$ cat src/rtl/cpu0_pkg.sv
// Shared CPU0 constants: datapath widths and the encoding decode treats as a bubble.
package cpu0_pkg;
    localparam int          INST_W   = 32;
    localparam int          ADDR_W   = 32;
    localparam logic [31:0] NOP_INST = 32'h0;
endpackage

$ cat src/rtl/cpu0_sync_fifo.sv
// Generic synchronous FIFO: circular buffer with a clear input that empties it in one edge.
module cpu0_sync_fifo #(
    parameter int W     = 64,
    parameter int DEPTH = 4
) (
    input  logic                     clk,
    input  logic                     rst,
    input  logic                     clr_i,
    input  logic                     wr_en_i,
    input  logic [W-1:0]             wr_data_i,
    input  logic                     rd_en_i,
    output logic [W-1:0]             rd_data_o,
    output logic [$clog2(DEPTH):0]   count_o,
    output logic                     empty_o,
    output logic                     full_o
);
    localparam int PW = $clog2(DEPTH);
    localparam int CW = PW + 1;

    logic [W-1:0]  mem_q [DEPTH];
    logic [PW-1:0] rd_ptr_q, rd_ptr_d, wr_ptr_q, wr_ptr_d;
    logic [CW-1:0] count_q, count_d;
    logic          wr_ok, rd_ok;

    assign empty_o   = (count_q == '0);
    assign full_o    = (count_q == CW'(DEPTH));
    assign count_o   = count_q;
    assign rd_data_o = mem_q[rd_ptr_q];

    // Self-guarding so a careless caller can never over/underflow.
    assign wr_ok = wr_en_i && !full_o && !clr_i;
    assign rd_ok = rd_en_i && !empty_o && !clr_i;

    always_comb begin
        rd_ptr_d = rd_ptr_q;
        wr_ptr_d = wr_ptr_q;
        count_d  = count_q;
        if (clr_i) begin
            rd_ptr_d = '0;
            wr_ptr_d = '0;
            count_d  = '0;
        end else begin
            if (wr_ok) wr_ptr_d = wr_ptr_q + PW'(1);
            if (rd_ok) rd_ptr_d = rd_ptr_q + PW'(1);
            if (wr_ok && !rd_ok)      count_d = count_q + CW'(1);
            else if (!wr_ok && rd_ok) count_d = count_q - CW'(1);
        end
    end

    always_ff @(posedge clk) begin
        if (rst) begin
            rd_ptr_q <= '0;
            wr_ptr_q <= '0;
            count_q  <= '0;
        end else begin
            rd_ptr_q <= rd_ptr_d;
            wr_ptr_q <= wr_ptr_d;
            count_q  <= count_d;
        end
    end

    always_ff @(posedge clk) begin
        if (wr_ok) mem_q[wr_ptr_q] <= wr_data_i;
    end
endmodule

$ cat src/rtl/if_inst_queue.sv
// Fetch-to-decode prefetch queue: buffers {pc, inst} pairs, flushes on redirect,
// and presents a NOP with PC 0 to decode whenever nothing is queued.
module if_inst_queue
    import cpu0_pkg::*;
#(
    parameter int DEPTH = 4,
    parameter int IW    = INST_W,
    parameter int AW    = ADDR_W
) (
    input  logic                   clk,
    input  logic                   rst,
    input  logic                   if_valid_i,
    input  logic [IW-1:0]          if_inst_i,
    input  logic [AW-1:0]          if_pc_i,
    output logic                   if_ready_o,
    output logic                   id_valid_o,
    output logic [IW-1:0]          id_inst_o,
    output logic [AW-1:0]          id_pc_o,
    input  logic                   id_ready_i,
    input  logic                   flush_i,
    output logic [$clog2(DEPTH):0] count_o,
    output logic                   empty_o,
    output logic                   full_o
);
    logic [IW+AW-1:0] head;
    logic             wr_en, rd_en;

    // Ready depends only on occupancy, so a full queue refuses even when decode drains.
    assign if_ready_o = !full_o;
    assign id_valid_o = !empty_o;
    assign wr_en      = if_valid_i && if_ready_o && !flush_i;
    assign rd_en      = id_valid_o && id_ready_i && !flush_i;

    cpu0_sync_fifo #(
        .W     (IW + AW),
        .DEPTH (DEPTH)
    ) u_fifo (
        .clk       (clk),
        .rst       (rst),
        .clr_i     (flush_i),
        .wr_en_i   (wr_en),
        .wr_data_i ({if_pc_i, if_inst_i}),
        .rd_en_i   (rd_en),
        .rd_data_o (head),
        .count_o   (count_o),
        .empty_o   (empty_o),
        .full_o    (full_o)
    );

    // Storage is never reset, so mask stale contents when empty.
    assign id_inst_o = empty_o ? IW'(NOP_INST) : head[IW-1:0];
    assign id_pc_o   = empty_o ? '0 : head[IW +: AW];
endmodule

$ cat config.mk
export PLATFORM = sky130hd
export DESIGN_NAME = if_inst_queue
export DESIGN_NICKNAME = d
export VERILOG_FILES = /design/src/rtl/cpu0_pkg.sv /design/src/rtl/cpu0_sync_fifo.sv /design/src/rtl/if_inst_queue.sv
export SDC_FILE = /design/constraint.sdc
export NUM_CORES = 1
export LEC_CHECK = 0
export CAP_MARGIN = 20
export CELL_PAD_IN_SITES_DETAIL_PLACEMENT = 0
export CELL_PAD_IN_SITES_GLOBAL_PLACEMENT = 1
export CORE_ASPECT_RATIO = 1.25
export CORE_MARGIN = 3
export CORE_UTILIZATION = 25
export DETAILED_ROUTE_END_ITERATION = 7
export PLACE_DENSITY_LB_ADDON = 0.3
export REMOVE_ABC_BUFFERS = 1
export SYNTH_ARGS = -nofsm -noshare
export SYNTH_HDL_FRONTEND = slang
export SYNTH_SLANG_ARGS = --single-unit
$ cat constraint.sdc
create_clock -name clk -period 4.8 [get_ports clk]
set_clock_uncertainty 0.05 [all_clocks]
set_input_delay 0.96 -clock clk [delete_from_list [all_inputs] [get_ports clk]]
set_output_delay 0.96 -clock clk [all_outputs]
set_load 0.01 [all_outputs]
* Word level (Yosys, flattened, before mapping)
Memories as Yosys holds them, arrays and structs flattened. A register that Yosys moved wholly into a read port is not among the register bits. Cells that the tools add are included.
Word-level totals: register bits after elaboration 7, bits in writable memories 256, ROM bits 0, output and inout port bits 71, logic and storage cells 35, input port bits 69, latch bits 0, memories kept 1
Operators by class: $add $sub $neg 4, bitwise operators 0, reduce and logical (&&, ||, !) cells 18, equal/unequal tests 1, div/mod/pow operators 0, magnitude comparators 0, mux-type cells 8, multiply operators 0, shifts and indexed selects 0
Memory list:
- u_fifo.mem_q | words 4, width 64, rd ports 1, clocked after Yosys merged registers in 1, wr ports 1, RTL line cpu0_sync_fifo.sv:20 | logic [W-1:0] mem_q [DEPTH];
Operator list (number):
- 2-to-1 mux 32 bit | 2
- logical AND 1 bit | 10
- 2-to-1 mux 3 bit | 2
- logical NOT 1 bit | 5
- adder 2 x 1 -> 2 bit (second input constant) | 2
- 2-to-1 mux 2 bit | 2
- adder 3 x 1 -> 3 bit (second input constant) | 1
- equality test 3 bit (second input constant) | 1
- logical NOT 3 bit | 1
- subtractor 3 x 1 -> 3 bit (second input constant) | 1
- 2-to-1 mux 1 bit | 2
- nonzero test 2 bit | 1
- OR reduction 2 bit | 1

* Longest topological paths before layout
Gate-level depths: netlist of run 1.
word-level depth 10, gate-level depth with buffers 9, mapped depth without buffers 8

* Cells and area by module
A second synthesis of run 1 with hierarchy kept.
Unflattened totals: cells, all modules 463, area, all modules 10209.8 um^2
Modules (own cells, without submodules):
- cpu0_sync_fifo | area an instance 9724.3 um^2, cells an instance 388, sequential area each 7867.5 um^2, instances 1
- if_inst_queue | area an instance 485.5 um^2, cells an instance 75, sequential area each 0.0 um^2, instances 1

* Least setup slack after synthesis of run 1
No wires, ideal clock.
path kind input -> register, start input if_valid_i, end memory u_fifo.mem_q[0][0] (enable), required time 4.321 ns, arrival 2.873 ns, library setup time 0.429 ns, cell stages on the path 2, buffers on the path 0, setup slack 1.448 ns, cell sequence nor2b_1 -> and3_1
On the way: word-level cells in the longest chain between the ends 6
Ends and longest elaborated chain:
- from (decl) | RTL line if_inst_queue.sv:12 | input logic if_valid_i,
- logical AND 1 bit (2 in a row) | RTL line if_inst_queue.sv:31 | assign wr_en = if_valid_i && if_ready_o && !flush_i;
- logical AND 1 bit (2 in a row) | RTL line cpu0_sync_fifo.sv:31 | assign wr_ok = wr_en_i && !full_o && !clr_i;
- 2-to-1 mux 1 bit | RTL line cpu0_sync_fifo.sv:63 | if (wr_ok) mem_q[wr_ptr_q] <= wr_data_i;
- 2-to-1 mux 1 bit (not written as such) | RTL line cpu0_sync_fifo.sv:63
- to (decl) | RTL line cpu0_sync_fifo.sv:20
Every way passes these cells.

* Worst setup path after layout of run 1
start register u_fifo.count_q[0], in the netlist u_fifo.count_o[0], end output id_pc_o[8]
On the way: word-level cells in the longest chain between the ends 2
Ends and longest elaborated chain:
- from (decl) | RTL line cpu0_sync_fifo.sv:22 | logic [CW-1:0] count_q, count_d;
- from (signal assigned) | RTL line cpu0_sync_fifo.sv:58 | count_q <= count_d;
- logical NOT 3 bit | RTL line cpu0_sync_fifo.sv:25 | assign empty_o = (count_q == '0);
- 2-to-1 mux 32 bit | RTL line if_inst_queue.sv:52 | assign id_pc_o = empty_o ? '0 : head[IW +: AW];
- to (decl) | RTL line if_inst_queue.sv:18 | output logic [AW-1:0] id_pc_o,
Every way passes these cells.

==> out/qor.yml, run 1 <==
status: "finished, final reports clean"
timing.rr.start: "u_fifo.count_o[0]"
synth_cells: 459
powerDensity_mw_per_mm2: 375
fmax_ghz: 0.258
portBuffers: 139
ant_nets: 0
h-tree-depth: 1
setup_viol: 0
via_per_inst: 4.08
tightestPinTransition_ns: 0.647
p_leak_uw: 0.00406
cts_hold_buf: 0
synth_area_mm2: 0.0102
final-hold-violation-count: 0
seq_area_mm2: 0.00788
rsz0062_at_grt: "no"
clk_pin_slew_ns: 0.06
relSlewSlack_pct: 56.9
clock_path_buffers: 3
rrSetupSlack_ns: 2.42
peakVddDrop_uv: 209
worstSetupPathType: "reg2out"
vias: 4804
grt_max_degree: 65
r2r-end: "u_fifo.count_o[2]"
ys_ff_latch: 265
dieArea_mm2: 0.0434
nNetsFinal: 686
drt_iter0_markers: 303
finalCritPeriodShare_pct: 80.7
placed_cell_area_mm2: 0.0122
endpoint_kind: "primary output"
multi_input_area_mm2: 0.00216
cts_tree: "done"
wl_mm: 21.1
cp_top_family: "buffers and inverters"
cp_max_fo: 35
postCtsSetupBuffers: 0
drive_gt1_share_pct: 19.2
r2r.worst_path.cells: 8
maxSlewViolCount: 0
antenna_found_initial: 0
grt_pass1_vias: 5543
crit_path_start_kind: "register"
synth_top_cell_area_share_pct: 75.1
required_ns: 3.79
die_h_um: 232
yosysUniqueCellTypes: 30
coreArea_mm2: 0.0402
start_util_pct: 25.4
cp_slowest_cell: "or3_2"
place_hpwl_mm: 12.0
nFillCells: 3887
dp_slack_ns: 1.38
rows: 82
hold_path_depth: 2
yosysWarnings: 0
root_buffer: "clkbuf_16"
setup_tns_ns: 0
fin_crit_ns: 3.87
synthTopCellsByArea: "edfxtp_1 (75%), mux4_2 (13%), and2_1 (3.9%), dfxtp_1 (1.8%), buf_12 (1.2%)"
hp-start: "u_fifo.rd_ptr_q[1]"
syn_area_per_cell_um2: 22.3
antenna_cells: 0
place_congestion: 0.714
ctsResizeCount: 0
cts_buffers: 26
cp.buffers_inverters: 2
design_area_mm2: 0.0131
grt_pass1_wl_mm: 32.8
path_cells: "or3_2 > buf_4 > and2_1 > clkdlybuf4s50_1"
cts_sinks: 265
critPathMaxStageDelay_ns: 0.60
die_w_um: 187
yosysTopAreaCell: "edfxtp_1"
clk_latency_ns: 0.53
arrival_ns: 2.86
drt-pass1-iter-count: 6
hold_class: "reg2reg"
max-cap-violations: 0
postLayoutSetupSlackWorst_ns: 0.928
grt_overflow_total: 0
ys_seq_area_share_pct: 76.9
drc: 0
detail_route.wl_per_cell_um: 17.9
area_delta_synth_final_pct: 28.3
track_usage_pct: 9.80
pin_count: 140
## worst max-delay path by stage
stage / start / endpoint / slack (ns) / depth (start not counted)
floorplan: register / id_inst_o[0] / 0.24 / 2
global placement: u_fifo.count_o[0] / id_pc_o[8] / 1.41 / 4
detailed placement: flush_i / u_fifo.count_o[2] / 1.38 / 9
CTS: u_fifo.count_o[0] / id_pc_o[8] / 0.78 / 4
global route: u_fifo.count_o[0] / id_inst_o[12] / 0.66 / 4
finish: u_fifo.count_o[0] / id_pc_o[8] / 0.93 / 4
## area by class of cell
type                       count  share of cell area (%)
clock inverter                20                    1.20
clock buffer                  28                    5.18
sequential                   265                    60.0
tap                          546                    5.20
inverter                       5                   0.143
timing repair buffer         147                    11.8
multi-input combinational    166                    16.5
## registers in the layout, indices dropped and copies added, names as in the netlist, named ones only
signal / cells
u_fifo.count_o: 3
u_fifo.mem_q: 256
u_fifo.wr_ptr_q: 2
u_fifo.rd_ptr_q: 2
## cells in the mapped netlist, drive strengths merged
library cell,instances
a21o,1
a21oi,3
and2,65
and3,4
buf,14
clkbuf,9
dfxtp,9
edfxtp,256
fa,1
ha,5
inv,5
mux2i,1
mux4,64
nand2,1
nand3,1
nand4,1
nor2,5
nor2b,1
o21ai,2
o31ai,2
or2,2
or3,3
or3b,1
xor2,3
## per-stage QoR
| stage | std cells | util (%) | hold slack, ns | total power (uW) |
|---|---|---|---|---|
| finish | 1177 | 32.6 | 0.434 | 4920 |
| global route | 1177 | 32.6 | 0.506 | 5120 |
| CTS | 1172 | 32.3 | 0.439 | 5000 |
| detailed placement | 1124 | 30.3 | 0.424 | 3000 |
| global placement | 1124 | 30.3 | 0.415 | 2990 |
| floorplan | 436 | - | 0.409 | 2780 |
## worst min-delay path, cell delays in order (launching register included)
cell,delay [ns]
dfxtp_1,0.31
o21ai_0,0.06
a21oi_1,0.07
## layer usage
| metal | global-route usage (%) | share of wire (%) | up-vias |
|---|---|---|---|
| met3 | 2.28 | 5.1 | 25 |
| met1 | 11.9 | 43 | 2479 |
| met4 | 2.88 | 1.9 | 0 |
| met2 | 17.4 | 50 | 127 |
| li1 | - | - | 2173 |
| met5 | 0 | 0 | - |
## layout by cell type (no fill, tap or decap), drive strengths merged, types with 2 or more instances in the layout
| master | Yosys | final |
|---|---|---|
| nor2 | 5 | 5 |
| xor2 | 3 | 3 |
| o31ai | 2 | 2 |
| buf | 14 | 8 |
| inv | 5 | 5 |
| bufinv | 0 | 2 |
| a21oi | 3 | 3 |
| or3 | 3 | 3 |
| clkdlybuf4s50 | 0 | 139 |
| and2 | 65 | 65 |
| edfxtp | 256 | 256 |
| dfxtp | 9 | 9 |
| mux4 | 64 | 64 |
| clkbuf | 9 | 28 |
| or2 | 2 | 2 |
| ha | 5 | 5 |
| clkinv | 0 | 17 |
| o21ai | 2 | 2 |
| and3 | 4 | 4 |
## where the power goes
group	internal (uW)	switching, uW	leakage [uW]
clock network	1130	843	0.000418
logic	199	156	0.00125
registers	2570	13.0	0.00240
total	3900	1010	0.00406
## kinds of logic after synthesis
logic type / synth area share, %
AO/OA/AOI/OAI: 0.514
XOR/XNOR: 0.257
adder cells (fa/ha/maj): 0.807
buffers and inverters: 2.15
flip-flops: 76.9
multiplexers: 14.3
AND/OR/NAND/NOR: 5.03
Power figures use the tool's default switching activity.
==> run 2, diff against run 1 <==
==> constraint.sdc (replaced) <==
create_clock -name clk -period 3.4 [get_ports clk]
set_clock_uncertainty 0.05 [all_clocks]
set_input_delay 0.68 -clock clk [delete_from_list [all_inputs] [get_ports clk]]
set_output_delay 0.68 -clock clk [all_outputs]
set_load 0.01 [all_outputs]
==> run 2 against run 1 <==
Net effect: power increased by 47%; combinational power increased by 46%; highest routed layer is now met5; non-clock buffer count is 8 higher; clock power grew 56%; critical path type unchanged; worst hold slack better by 0.0051 ns.
==> out/qor.yml, run 2 (synthesis results as in run 1) <==
cts_sinks: 265  # unchanged
tightestPinTransition_ns: 0.385  # -0.262 ns
hold_class: "reg2reg"
die_h_um: 232  # unchanged
design_area_mm2: 0.0133  # +1.7%
crit_path_start_kind: "register"
cts_tree: "done"
coreArea_mm2: 0.0402  # unchanged
timing.rr.start: "u_fifo.count_o[0]"
via_per_inst: 4.14  # +1.4%
relSlewSlack_pct: 74.1  # +17 points
start_util_pct: 25.4  # unchanged
fin_crit_ns: 3.20
setup_viol: 0  # unchanged
nNetsFinal: 696  # +1.5%
cp_top_family: "buffers and inverters"
status: "finished, final reports clean"
grt_pass1_wl_mm: 34.2  # +4.1%
wl_mm: 22.2  # +5.3%
track_usage_pct: 10.3  # +0.46 points
antenna_found_initial: 2  # +2
dieArea_mm2: 0.0434  # unchanged
cts_hold_buf: 0  # unchanged
h-tree-depth: 1  # unchanged
max-cap-violations: 0  # unchanged
clock_path_buffers: 3  # unchanged
final_cell_mix: "edfxtp_1 (256), clkdlybuf4s50_1 (139), and2_1 (64), mux4_2 (60), clkbuf_16 (29)"
antenna_cells: 0  # unchanged
finalCritPeriodShare_pct: 94.2
top_register: "u_fifo.mem_q"
clk_pin_slew_ns: 0.06  # about the same
place_congestion: 0.677  # -5.1%
area_delta_synth_final_pct: 30.5
final_common_cell: "edfxtp_1"
hp-start: "u_fifo.rd_ptr_q[1]"
rsz0062_at_grt: "no"
required_ns: 2.67  # -1.12 ns
utilization_pct: 33.2  # +0.54 points
cp_max_fo: 34  # -2.9%
detail_route.wl_per_cell_um: 18.7  # +4.3%
setup_tns_ns: 0  # unchanged
place_hpwl_mm: 13.0  # +8.7%
ant_nets: 0  # unchanged
portBuffers: 139  # unchanged
postLayoutSetupSlackWorst_ns: 0.197  # -0.731 ns
grt_pass1_vias: 5608  # +1.2%
p_leak_uw: 0.00416  # +2.4%
final-hold-violation-count: 0  # unchanged
rrSetupSlack_ns: 0.97  # -1.45 ns
nFillCells: 3887  # unchanged
endpoint_kind: "primary output"
r2r.worst_path.cells: 8  # unchanged
critPathMaxStageDelay_ns: 0.59  # about the same
drt_iter0_markers: 265  # -13%
vias: 4920  # +2.4%
pin_count: 140  # unchanged
root_buffer: "clkbuf_16"
cp_slowest_cell: "mux4_1"
grt_overflow_total: 0  # unchanged
peakVddDrop_uv: 305  # +46%
maxSlewViolCount: 0  # unchanged
fmax_ghz: 0.312
rows: 82  # unchanged
drc: 0  # unchanged
drt-pass1-iter-count: 4  # -2
hold_path_depth: 2  # unchanged
arrival_ns: 2.47  # -0.39 ns
dp_slack_ns: 0.524  # -0.853 ns
path_cells: "buf_12 > mux4_1 > and2_1 > clkdlybuf4s50_1"
worstSetupPathType: "reg2out"
largest_register_ffs: 256  # unchanged
placed_cell_area_mm2: 0.0124  # +1.8%
cts_buffers: 28  # +7.7%
grt_max_degree: 41  # -37%
drive_gt1_share_pct: 20.8  # +1.7 points
clk_latency_ns: 0.53  # about the same
die_w_um: 187  # unchanged
powerDensity_mw_per_mm2: 543  # +45%
cp.buffers_inverters: 2  # unchanged
r2r-end: "u_fifo.count_o[2]"
-- run 2: cell types whose count changed in the layout (fill, tap and decap cells not counted) --
cell and delta:
clkbuf_16 +2, buf_16 -3, bufinv_16 +1, inv_8 +1, or3_4 +1, clkbuf_1 +2, inv_6 +4, buf_8 +1
or3_2 -1, clkinv_1 -3, buf_12 +8, clkinv_2 -3, buf_4 +2
-- run 2: worst min-delay path: stages (launching register included) --
cell and delay (ns):
dfxtp_1 0.30, o21ai_0 0.06, a21oi_1 0.08
-- run 2: how the worst max path moves through the flow --
stage                   endpoint  slack (ns)  cells past startpoint
3_3_place_gp       id_inst_o[24]        0.58                      4
4_1_cts             id_inst_o[1]        0.10                      4
3_5_place_dp   u_fifo.count_o[2]        0.52                      9
5_1_grt              id_pc_o[18]        0.01                      4
2_1_floorplan       id_inst_o[0]       -0.88                      2
6_report            id_inst_o[1]        0.20                      4
-- run 2: power breakdown --
group | switching [uW] | internal (uW)
Sequential | 14.0 | 3630
Combinational | 230 | 289
Clock | 1280 | 1810
-- run 2: final cells by class --
class | instances | area, um2 | area share, %
Sequential cell | 265 | 7880 | 59.0
Tap cell | 546 | 683 | 5.12
Clock inverter | 20 | 208 | 1.56
Inverter | 5 | 18.8 | 0.141
Timing Repair Buffer | 155 | 1660 | 12.4
Multi-Input combinational cell | 166 | 2170 | 16.2
Clock buffer | 32 | 737 | 5.52
-- run 2: what timing repair did --
action | CTS | global route
gates resized for setup | 1 | 0
endpoints found under the setup margin | 46 | 0
buffers inserted | 1 | 0
-- run 2: routing by layer --
metal  track usage (%)  vias up  part of all wire [%]
met5                 0        -                 0.059
met4              2.95        2                   2.1
met1              12.7     2562                    42
met2              17.9      131                    50
met3              2.51       37                   5.1
li1                  -     2188                     -
-- run 2: per-stage QoR --
stage / hold WS, ns / power (uW) / cells
3_3_place_gp: 0.410 / 4240 / 1136
4_1_cts: 0.435 / 7400 / 1189
2_1_floorplan: 0.409 / 3920 / 436
5_1_grt: 0.500 / 7560 / 1189
3_5_place_dp: 0.432 / 4250 / 1136
6_report: 0.439 / 7250 / 1189
==> run 3, diff against run 2 <==
--- a/config.mk
+++ b/config.mk
@@ -12,6 +12,7 @@
 export CORE_MARGIN = 3
 export CORE_UTILIZATION = 25
 export DETAILED_ROUTE_END_ITERATION = 7
+export MAX_ROUTING_LAYER = met4
 export PLACE_DENSITY_LB_ADDON = 0.3
 export REMOVE_ABC_BUFFERS = 1
 export SYNTH_ARGS = -nofsm -noshare
==> run 3 against run 2 <==
Net effect: combinational power about the same; die area unchanged; clock-buffer cell count is the same; global-route usage rose by 0.30 points; utilization is essentially flat; sequential share of layout area hardly changed; via count decreased by 0.18%; power is 0.11% lower; routed wire length shrank 0.13%; non-clock buffer count unchanged; final cell count hardly changed; critical path type unchanged.
==> out/qor.yml, run 3 (synthesis results as in run 1) <==
cts_sinks: 265  # unchanged
critPathMaxStageDelay_ns: 0.59  # about the same
detail_route.wl_per_cell_um: 18.6  # -0.21%
drive_gt1_share_pct: 20.8  # unchanged
endpoint_kind: "primary output"
nNetsFinal: 696  # unchanged
hold_class: "reg2reg"
cp_slowest_cell: "mux4_1"
top_register: "u_fifo.mem_q"
arrival_ns: 2.47  # about the same
drt-pass1-iter-count: 4  # unchanged
crit_path_start_kind: "register"
clk_latency_ns: 0.53  # about the same
grt_overflow_total: 0  # unchanged
grt_pass1_wl_mm: 34.1  # about the same
finalCritPeriodShare_pct: 94.1  # about the same
rows: 82  # unchanged
via_per_inst: 4.13  # -0.27%
vias: 4911  # -0.18%
fin_crit_ns: 3.20  # -0.00286 ns
ant_nets: 0  # unchanged
worstSetupPathType: "reg2out"
rsz0062_at_grt: "no"
track_usage_pct: 10.6  # +0.30 points
clock_path_buffers: 3  # unchanged
cts_buffers: 28  # unchanged
largest_register_ffs: 256  # unchanged
clk_pin_slew_ns: 0.06  # about the same
fmax_ghz: 0.313  # about the same
final-hold-violation-count: 0  # unchanged
final_cell_mix: "edfxtp_1 (256), clkdlybuf4s50_1 (139), and2_1 (64), mux4_2 (60), clkbuf_16 (29)"
design_area_mm2: 0.0133  # about the same
setup_viol: 0  # unchanged
peakVddDrop_uv: 302  # -0.89%
tightestPinTransition_ns: 0.385  # unchanged
cp_max_fo: 34  # unchanged
cts_tree: "done"
relSlewSlack_pct: 74.1  # unchanged
required_ns: 2.67  # about the same
path_cells: "buf_12 > mux4_1 > and2_1 > clkdlybuf4s50_1"
cts_hold_buf: 0  # unchanged
dieArea_mm2: 0.0434  # unchanged
grt_max_degree: 41  # unchanged
start_util_pct: 25.4  # unchanged
area_delta_synth_final_pct: 30.5  # about the same
place_hpwl_mm: 13.0  # unchanged
dp_slack_ns: 0.524  # unchanged
die_w_um: 187  # unchanged
coreArea_mm2: 0.0402  # unchanged
status: "finished, final reports clean"
max-cap-violations: 0  # unchanged
p_leak_uw: 0.00416  # about the same
h-tree-depth: 1  # unchanged
maxSlewViolCount: 0  # unchanged
portBuffers: 139  # unchanged
placed_cell_area_mm2: 0.0124  # unchanged
powerDensity_mw_per_mm2: 542  # -0.13%
antenna_found_initial: 2  # unchanged
drt_iter0_markers: 248  # -6.4%
drc: 0  # unchanged
postLayoutSetupSlackWorst_ns: 0.200  # +0.00286 ns
final_common_cell: "edfxtp_1"
grt_pass1_vias: 5622  # +0.25%
root_buffer: "clkbuf_16"
utilization_pct: 33.2  # about the same
pin_count: 140  # unchanged
wl_mm: 22.2  # -0.13%
place_congestion: 0.684  # +1.0%
die_h_um: 232  # unchanged
[run 3: critical path, delay by kind of cell (launching register included)]
kind,cells,cell delay (ns)
flip-flops,1,0.37
AND/OR/NAND/NOR,1,0.17
buffers and inverters,2,0.77
multiplexers,1,0.59
[run 3: metrics by stage]
| step | hold slack, ns | total power, uW | TNS, ns | instances |
|---|---|---|---|---|
| after floorplan | 0.409 | 3920 | -54.38 | 436 |
| after global placement | 0.410 | 4240 | 0 | 1136 |
| after detailed placement | 0.432 | 4250 | 0 | 1136 |
| after CTS | 0.435 | 7400 | 0 | 1189 |
| after global routing | 0.501 | 7560 | 0 | 1190 |
| final | 0.437 | 7240 | 0 | 1190 |
[run 3: repair_timing]
item,4_1_cts,5_1_grt
buffers inserted,1,0
setup endpoints to repair,46,0
gates resized for setup,1,0
[run 3: final cells by class]
cell class                      instances  area (um2)
Tap cell                              546         683
Timing Repair Buffer                  155        1660
Clock buffer                           32         737
Antenna cell                            1        2.50
Inverter                                5        18.8
Clock inverter                         20         208
Multi-Input combinational cell        166        2170
Sequential cell                       265        7880
Fill cell                            3888       26900
[run 3: path summary, 6_finish.rpt]
| check | startpoint | to | slack (ns) | cells after the start |
|---|---|---|---|---|
| worst max-delay path | register | id_inst_o[1] | 0.20 | 4 |
| worst min-delay path | u_fifo.rd_ptr_q[1] | register | 0.44 | 2 |
| worst max register to register | u_fifo.count_o[0] | u_fifo.count_o[2] | 0.97 | 8 |
| worst min register to register | u_fifo.rd_ptr_q[1] | register | 0.44 | 2 |
[run 3: metal layers]
layer / part of all wire, % / global-route usage, %
met5: 0 / -
met3: 4.9 / 2.39
met1: 43 / 12.8
met4: 2.0 / 2.95
met2: 50 / 17.9
[run 3: report_power, final]
| part | internal, uW | leakage (uW) | switching [uW] |
|---|---|---|---|
| logic | 289 | 0.00130 | 230 |
| registers | 3630 | 0.00240 | 13.9 |
| clock network | 1810 | 0.000467 | 1270 |
